## src/rtl/sfifo_sched_pkg.sv

```systemverilog
// Shared opcodes, state encoding and command-word field positions for sfifo_sync_sched.
package sfifo_sched_pkg;

    localparam logic [1:0] OP_END      = 2'b00;
    localparam logic [1:0] OP_DOUT     = 2'b01;
    localparam logic [1:0] OP_WAIT_DIN = 2'b10;
    localparam logic [1:0] OP_DELAY    = 2'b11;

    typedef enum logic [2:0] {
        StIdle    = 3'd0,
        StFetch   = 3'd1,
        StExec    = 3'd2,
        StWaitDin = 3'd3,
        StDelay   = 3'd4
    } sched_state_e;

    localparam int unsigned OpMsb      = 15;
    localparam int unsigned OpLsb      = 14;
    localparam int unsigned DoutValBit = 3;
    localparam int unsigned DoutIdxMsb = 2;
    localparam int unsigned WaitLvlBit = 4;
    localparam int unsigned WaitIdxMsb = 3;
    localparam int unsigned DlyMsb     = 13;

    function automatic logic [7:0] dout_onehot(input logic [2:0] idx);
        return 8'b1 << idx;
    endfunction

endpackage

```

## src/rtl/tick_sync_edge.sv

```systemverilog
// Two-flop synchronizer followed by a rising-edge detector; pulse_o is one destination cycle wide.
module tick_sync_edge (
    input  logic clk_i,
    input  logic rst_ni,
    input  logic level_i,
    output logic pulse_o
);

    logic sync1_q, sync2_q, prev_q;

    always_ff @(posedge clk_i or negedge rst_ni) begin
        if (!rst_ni) begin
            sync1_q <= 1'b0;
            sync2_q <= 1'b0;
            prev_q  <= 1'b0;
        end else begin
            sync1_q <= level_i;
            sync2_q <= sync1_q;
            prev_q  <= sync2_q;
        end
    end

    assign pulse_o = sync2_q & ~prev_q;

endmodule

```

## src/rtl/sfifo_sync_sched.sv

```systemverilog
// Tick-aligned command sequencer draining SYNC_FIFO into DOUT set/reset pulses.
// Define SFIFO_SCHED_TMO_EN to add the WAIT_DIN timeout counter and tmo_err_o.
module sfifo_sync_sched
    import sfifo_sched_pkg::*;
#(
    parameter int unsigned SFIFO_DW = 16,
    parameter int unsigned DIN_W    = 16,
    parameter int unsigned TMO_W    = 20
) (
    input  logic                wb_clk_i,
    input  logic                wb_rst_n_i,
    input  logic                sched_en_i,
    input  logic                sfifo_bp_tick_i,
    input  logic                sfifo_empty_i,
    input  logic [SFIFO_DW-1:0] sfifo_di,
    output logic                sfifo_rd_o,
    input  logic [DIN_W-1:0]    din_i,
    output logic [7:0]          dout_set_o,
    output logic [7:0]          dout_rst_o,
    output logic                busy_o,
    output logic                overrun_o,
    output logic                tmo_err_o,
    output logic [31:0]         period_cnt_o,
    input  logic                clr_i
);

    sched_state_e        state_q, state_d;
    logic [SFIFO_DW-1:0] cmd_q, cmd_d;
    logic [DlyMsb:0]     dly_q, dly_d;
    logic                overrun_q;
    logic [31:0]         period_q;
    logic                period_inc;
    logic                tick_p;
    logic                din_ok;

`ifdef SFIFO_SCHED_TMO_EN
    logic [TMO_W-1:0] tmo_q, tmo_d;
    logic             tmo_err_q;
    logic             tmo_fire;
`else
    logic unused_tmo_w;
    assign unused_tmo_w = |TMO_W;
`endif

    tick_sync_edge u_tick_sync_edge (
        .clk_i   (wb_clk_i),
        .rst_ni  (wb_rst_n_i),
        .level_i (sfifo_bp_tick_i),
        .pulse_o (tick_p)
    );

    // Indices beyond the DIN width count as already satisfied.
    always_comb begin
        din_ok = 1'b1;
        for (int unsigned i = 0; i < DIN_W; i++) begin
            if (cmd_q[WaitIdxMsb:0] == 4'(i)) begin
                din_ok = (din_i[i] == cmd_q[WaitLvlBit]);
            end
        end
    end

    always_comb begin
        state_d    = state_q;
        cmd_d      = cmd_q;
        dly_d      = dly_q;
        sfifo_rd_o = 1'b0;
        dout_set_o = '0;
        dout_rst_o = '0;
        period_inc = 1'b0;
`ifdef SFIFO_SCHED_TMO_EN
        tmo_d      = tmo_q;
        tmo_fire   = 1'b0;
`endif
        unique case (state_q)
            StIdle: begin
                if (tick_p) state_d = StFetch;
            end
            StFetch: begin
                if (!sfifo_empty_i) begin
                    cmd_d      = sfifo_di;
                    sfifo_rd_o = 1'b1;
                    state_d    = StExec;
                end
            end
            StExec: begin
                unique case (cmd_q[OpMsb:OpLsb])
                    OP_DOUT: begin
                        if (cmd_q[DoutValBit]) dout_set_o = dout_onehot(cmd_q[DoutIdxMsb:0]);
                        else                   dout_rst_o = dout_onehot(cmd_q[DoutIdxMsb:0]);
                        state_d = StFetch;
                    end
                    OP_WAIT_DIN: begin
`ifdef SFIFO_SCHED_TMO_EN
                        tmo_d = '1;
`endif
                        state_d = StWaitDin;
                    end
                    OP_DELAY: begin
                        // N = 0 loads 0, giving the same single stall cycle as N = 1.
                        dly_d = (cmd_q[DlyMsb:0] == '0) ? '0 : cmd_q[DlyMsb:0] - 1'b1;
                        state_d = StDelay;
                    end
                    default: begin
                        period_inc = 1'b1;
                        state_d    = StIdle;
                    end
                endcase
            end
            StWaitDin: begin
                if (din_ok) begin
                    state_d = StFetch;
`ifdef SFIFO_SCHED_TMO_EN
                end else if (tmo_q == '0) begin
                    tmo_fire = 1'b1;
                    state_d  = StFetch;
                end else begin
                    tmo_d = tmo_q - 1'b1;
`endif
                end
            end
            StDelay: begin
                if (dly_q == '0) state_d = StFetch;
                else             dly_d   = dly_q - 1'b1;
            end
            default: state_d = StIdle;
        endcase

        if (!sched_en_i) begin
            state_d    = StIdle;
            sfifo_rd_o = 1'b0;
            dout_set_o = '0;
            dout_rst_o = '0;
            period_inc = 1'b0;
`ifdef SFIFO_SCHED_TMO_EN
            tmo_fire   = 1'b0;
`endif
        end
    end

    always_ff @(posedge wb_clk_i or negedge wb_rst_n_i) begin
        if (!wb_rst_n_i) begin
            state_q   <= StIdle;
            cmd_q     <= '0;
            dly_q     <= '0;
            overrun_q <= 1'b0;
            period_q  <= '0;
        end else begin
            state_q <= state_d;
            cmd_q   <= cmd_d;
            dly_q   <= dly_d;
            // A tick landing while busy is dropped; the flag set beats a clear.
            if (tick_p && (state_q != StIdle)) overrun_q <= 1'b1;
            else if (clr_i)                    overrun_q <= 1'b0;
            if (clr_i)           period_q <= period_inc ? 32'd1 : 32'd0;
            else if (period_inc) period_q <= period_q + 32'd1;
        end
    end

`ifdef SFIFO_SCHED_TMO_EN
    always_ff @(posedge wb_clk_i or negedge wb_rst_n_i) begin
        if (!wb_rst_n_i) begin
            tmo_q     <= '0;
            tmo_err_q <= 1'b0;
        end else begin
            tmo_q <= tmo_d;
            if (tmo_fire)   tmo_err_q <= 1'b1;
            else if (clr_i) tmo_err_q <= 1'b0;
        end
    end

    assign tmo_err_o = tmo_err_q;
`else
    assign tmo_err_o = 1'b0;
`endif

    assign busy_o       = (state_q != StIdle);
    assign overrun_o    = overrun_q;
    assign period_cnt_o = period_q;

endmodule

```

## config.mk

```make
export PLATFORM = sky130hd
export DESIGN_NAME = sfifo_sync_sched
export DESIGN_NICKNAME = d
export VERILOG_FILES = /design/src/rtl/sfifo_sched_pkg.sv /design/src/rtl/tick_sync_edge.sv /design/src/rtl/sfifo_sync_sched.sv
export SDC_FILE = /design/constraint.sdc
export NUM_CORES = 1
export LEC_CHECK = 0
export ABC_AREA = 1
export BUFFER_PORTS_ARGS = -buffer_cell sky130_fd_sc_hd__buf_2
export CORE_MARGIN = 2
export CORE_UTILIZATION = 30
export CTS_CLUSTER_SIZE = 8
export DETAILED_ROUTE_END_ITERATION = 12
export GPL_TIMING_DRIVEN = 1
export PLACE_DENSITY = 0.51
export RECOVER_POWER = 50
export SYNTH_ARGS = -nofsm -noshare
export SYNTH_HDL_FRONTEND = slang
export SYNTH_SLANG_ARGS = --single-unit
```

## constraint.sdc

```tcl
create_clock -name wb_clk_i -period 2.5 [get_ports wb_clk_i]
set_input_delay 0.25 -clock wb_clk_i [delete_from_list [all_inputs] [get_ports wb_clk_i]]
set_output_delay 0.25 -clock wb_clk_i [all_outputs]
set_load 0.05 [all_outputs]
```

# Word level (Yosys, flattened, before mapping)
# Cells that the tools add are included.
# W data, S select, Z words.
# totals
wordCells	118
output_inout_bits	52
register_bits	69
# classes
reduce_logical	13
mux	46
eq_ne	44
n_bitwise	3
add_sub_neg	3
shifts	1
# ops
operator	n
$mux W32	2
$mux W8	8
$mux W14	3
$add A32 B1 Y32 const B	1
$eq A4 B4 Y1 const B	8
$logic_not A14 Y1	2
$pmux W14 S2	1
$sub A14 B1 Y14 const B	2
$mux W1	25
$eq A1 B1 Y1	16
$eq A4 B3 Y1 const B	4
$mux W3	5
$pmux W3 S5	1
$ne A3 B3 Y1 const B	4
$pmux W3 S3	1
$eq A4 B2 Y1 const B	2
$shl A1 B3 Y8 const A	1
$eq A3 B2 Y1 const B	2
$reduce_bool A2 Y1	3
$eq A2 B2 Y1 const B	2
$eq A4 B1 Y1 const B	1
$logic_not A4 Y1	1
$ne A2 B2 Y1 const B	2
$reduce_and A4 Y1	1
11 further kinds	12

# Depth between registers and ports, before layout
# depth
depth_word	20
depth_mapped	25
ltp_nobuf	24

# By module
# Synthesis repeated with hierarchy kept, for this count alone.
# unflattened
cells_unflattened	606
area_unflattened_um2	4448.0
# by_module_without_submodules
module	n_inst	cells_each	seq_area_each_um2	area_each_um2
sfifo_sync_sched	1	601	1651.6	4362.9
tick_sync_edge	1	5	75.1	85.1

# Least setup slack after synthesis
# OpenSTA, ideal clock, no wires.
# synth_path
path_kind	reg2out
startpoint	register state_q[2]
endpoint	output dout_set_o[1]
t_arrival_ps	2132
path_stages_with_launch	7
slack_ps	118
n_path_buf	1
required_ps	2250
path_cell_list	dfrtp_1 inv_2 nand2_2 nor2_4 nand3_1 clkbuf_1 nor3_1
# synth_between
elab_chain_cells	3
# synth_rtl
item	line	text
start, declared	sfifo_sync_sched.sv:27	sched_state_e state_q, state_d;
start signal, assigned	sfifo_sync_sched.sv:142	state_q <= StIdle;
start signal, assigned	sfifo_sync_sched.sv:148	state_q <= state_d;
$eq A3 B2 Y1	sfifo_sync_sched.sv:74	unique case (state_q)
$mux W8	sfifo_sync_sched.sv:74	
$mux W8	sfifo_sync_sched.sv:128	if (!sched_en_i) begin
end, declared	sfifo_sync_sched.sv:18	output logic [7:0] dout_set_o,
# No other way between the ends.

# Worst setup path after layout
# layout_path
startpoint	register cmd_q[1]
endpoint	register state_q[0]
# layout_between
elab_chain_cells	19
elab_cells_between_ends	34
classes_between	16 x eq/ne; 16 x mux; 2 x reduce/logical
# layout_rtl
item	line	text
start, declared	sfifo_sync_sched.sv:28	logic [SFIFO_DW-1:0] cmd_q, cmd_d;
start signal, assigned	sfifo_sync_sched.sv:149	cmd_q <= cmd_d;
$logic_not A4 Y1	sfifo_sync_sched.sv:56	if (cmd_q[WaitIdxMsb:0] == 4'(i)) begin
$mux W1 (15 in a row)	sfifo_sync_sched.sv:56	
$mux W1 (*)	sfifo_sync_sched.sv:56	
$ne A3 B3 Y1 (no source line) (*)	n/a	
$reduce_and A4 Y1 (no source line) (*)	n/a	
# Every way passes the cells marked *; elsewhere a longest branch is shown, timed or not.
# A chain may end at the register's enable or synchronous reset.

==> metrics.md <==
| Metric | Value |
|---|---|
| Critical Path Start Type | flip-flop |
| WL/cell | about 13 µm |
| Crit path time final | 2169 ps |
| Synth top area share | 39.35% |
| TritonCTS clock tree | yes |
| CTS sink cnt | 69 |
| Sequential area share after synthesis | 39.35% |
| Leading area contributor after synthesis | dfrtp_1 |
| DRC viols | 0 |
| Die Wd | roughly 120 µm |
| Routed WL | 11,690 µm |
| Setup TNS | 0 ps |
| Hold depth | 1 |
| Critical Path AT | 2390 ps |
| Hold path start | sfifo_bp_tick_i |
| Hold crit path type | primary input to flip-flop |
| Slew headroom | 6.058% |
| Fin crit share | between 80% and 90% |
| NumNets Final | ~740 |
| Mapped Nets | 645 |
| Area contributors post-synth | dfrtp_1 (39%), nand2_1 (8.0%), nor2_1 (7.6%) |
| Leak | 2.549 nW |
| CP max-delay cell | dfrtp_1 |
| WP depth | 23 |
| Peak supply drop | 374.9 µV |
| Worst-Skew Late Latency | approximately 340 ps |
| Count of cell types in the netlist | 48 |
| EDFF count, synth | 0 |
| Initial antenna violation count | 0 |
| Hold EP | u_tick_sync_edge.sync1_q |
| DR vias | about 4.2k |
| # Post-CTS Setup Buffers | 0 |
| Register bit count reported by yosys | 69 |
| Final ANT Viol Nets | 0 |
| Crit-path max cell delay | 410 ps |
| Reg-to-Reg Start | cmd_q[1] |
| First-pass GRT wire length | 19,940 µm |
| CP Capture Type | flip-flop |
| Reg-to-reg endpoint | state_q[0] |
| Gpl congestion | 0.8993 |
| Crit-path leading delay family | simple AND/OR/NAND/NOR gates |
| Mapped Cells | about 600 |
| Power per cell area | 880.7 mW/mm² |
| Critical path type | flip-flop to flip-flop |
| Non-filler instance count after layout | 879 |
| FFs w/ async S/R, synth | 100.0% |
| Largest net degree at the start of global routing | 47 |
| Max-cap viol count | 0 |
| Prevailing post-synth register cell | dfrtp_1 |
| Filler Cells Inserted | between 1.5k and 2k |
| CTS Buf Count | 9 |
| Critical path buffers and inverters | 2 |
| Vias in the first global route | around 4.2k |
| Final clock skew | roughly 7 ps |
| Max-slew violation count | 0 |
| Transition time of the tightest slew-check pin | ~1400 ps |
| CP max FO | 5 |
| IO buf count | 88 |
| Area grow syn2layout | 21.70% |
| Die Height | 124.9 µm |
| # rows | 44 |
| Count of final hold-check violations | 0 |
| Setup Viol. Count Final | 0 |
| Avg Synthesized Cell Area | 7.362 µm² |
| Worst EP required | 2720 ps |
| CP most frequent cell | nand2_1 |
| FMAX | 0.4610 GHz |
| Global Route Usage Sum | 15.43% |
| Clock transition at path regs | around 60 ps |
| Synth Cell Area | 0.004388 mm² |
| CTS Root Cell | clkbuf_16 |
| Worst-path cell chain | inv_1, ha_1, inv_2, nor2_4, nand3_1, nand2_1, nand2_1, nand2_1, nand2_1, nand2_1, nand2_1, nand2_1, nand2_1, nand2_1, nand2_1, nand2_1, nand2_1, nand2_1, nand2_1, nand2_1, nand2_1, nand3_1, nand2_1 |
| IO Count | 90 |
| Antenna cells | 0 |
| Die footprint | between 0.015 and 0.02 mm² |
| Top post-synthesis cells by count | nand2_1 (93), nor2_1 (89), inv_1 (78) |
| Status | complete, no violations |
| Share of cells above drive strength 1 | 17.70% |
| Hpwl dp | 8689 µm |
| DRT Pass-1 Iters | 4 |
| Top-count cell post-synth | nand2_1 |
| Starting density of the core | between 30% and 40% |
| Max Buffers Root-to-Sink | 2 |
| Yosys warns | 0 |
| GRT overflow | 0 |
| Flop2flop setup slack | ~330 ps |
| RSZ-0062 raised after global routing | no |
| Via density | approximately 4.8 |
| H-tree Lvls | 3 |
| Initial DRC count | 255 |
| Core area | roughly 0.014 mm² |
| R2R cell count | 23 |
| DP Cell Count | 862 |
[placed cells by master (no fill, tap or decap), drive strengths merged, types with 2 or more instances in the layout]
master	instances
o22ai	4
clkinvlp	2
clkinv	2
nor2	93
clkbuf	33
xor2	18
nand4	10
nor3	31
nor4	5
dfrtp	69
buf	75
a21boi	2
nand2	97
a21oi	64
or2	2
ha	11
xnor2	4
a221oi	3
o21a	2
inv	86
nand3	23
a22oi	3
o21ai	44
[registers in the layout, summed over array words and instances, names as in the netlist]
| name | count |
|---|---|
| overrun_o | 1 |
| period_cnt_o | 32 |
| dly_q | 14 |
| cmd_q | 16 |
| state_q | 3 |
| u_tick_sync_edge.prev_q | 1 |
| u_tick_sync_edge.sync1_q | 1 |
| u_tick_sync_edge.sync2_q | 1 |
[per-layer routing]
layer / global-route usage (%) / wire [µm] / vias to the layer above
met5: 0 / 0 / -
met4: 5.752 / 235 / 0
met3: 2.610 / 431 / 15
met2: 25.33 / 5404 / 99
met1: 20.54 / 5622 / 1945
li1: - / - / 2145
[through the flow]
stage	utilization, %	setup WS (ps)	hold slack [ps]	power, mW	instance area, µm²
detailed placement	35.01	254.2	292.4	3.410	5050
floorplan	-	118.1	-45.59	2.980	4388
global route	37.02	31.71	20.84	5.079	5340
global placement	35.01	313.5	285.0	3.380	5050
finish	37.02	330.7	23.40	4.703	5340
CTS	37.17	245.6	12.58	4.737	5361
[power by group]
| group | internal, mW | switching [mW] |
|---|---|---|
| combinational | 0.606 | 1.12 |
| sequential | 1.37 | 0.299 |
| clock | 0.802 | 0.507 |
[what timing repair did]
action | CTS | global route
gates resized for setup | 0 | 6
endpoints found under the hold margin | 23 | 0
hold buffers | 1 | 0
endpoints found under the setup margin | 0 | 1
[how the worst max path moves through the flow]
stage	start	endpoint	slack, ps
finish	cmd_q[1]	state_q[0]	330
global route	cmd_q[0]	state_q[0]	30
CTS	cmd_q[0]	state_q[0]	250
detailed placement	cmd_q[0]	state_q[0]	250
global placement	cmd_q[1]	state_q[0]	310
floorplan	state_q[2]	dout_set_o[1]	120
[final cells by class]
class | count | area, µm² | area share, %
multi-input cells | 426 | 2250 | 42.13
flip-flops and latches | 69 | 1728 | 32.36
repair buffers | 98 | 503.0 | 9.419
inverters | 86 | 327.8 | 6.139
clock buffers | 11 | 242.7 | 4.545
well taps | 184 | 230.2 | 4.311
clock inverters | 5 | 58.81 | 1.101
[cell families after synthesis]
group           after synthesis  share of synthesized area, %
buf+inv                     101                         9.495
xor+xnor                     22                         4.391
flops                        69                         39.35
simple gates                263                         27.29
other cells                   1                       0.08546
fa+ha+maj                    11                         3.137
mux                           1                        0.2566
compound gates              128                         16.00
Note: power is estimated with default switching activity, not from simulation.
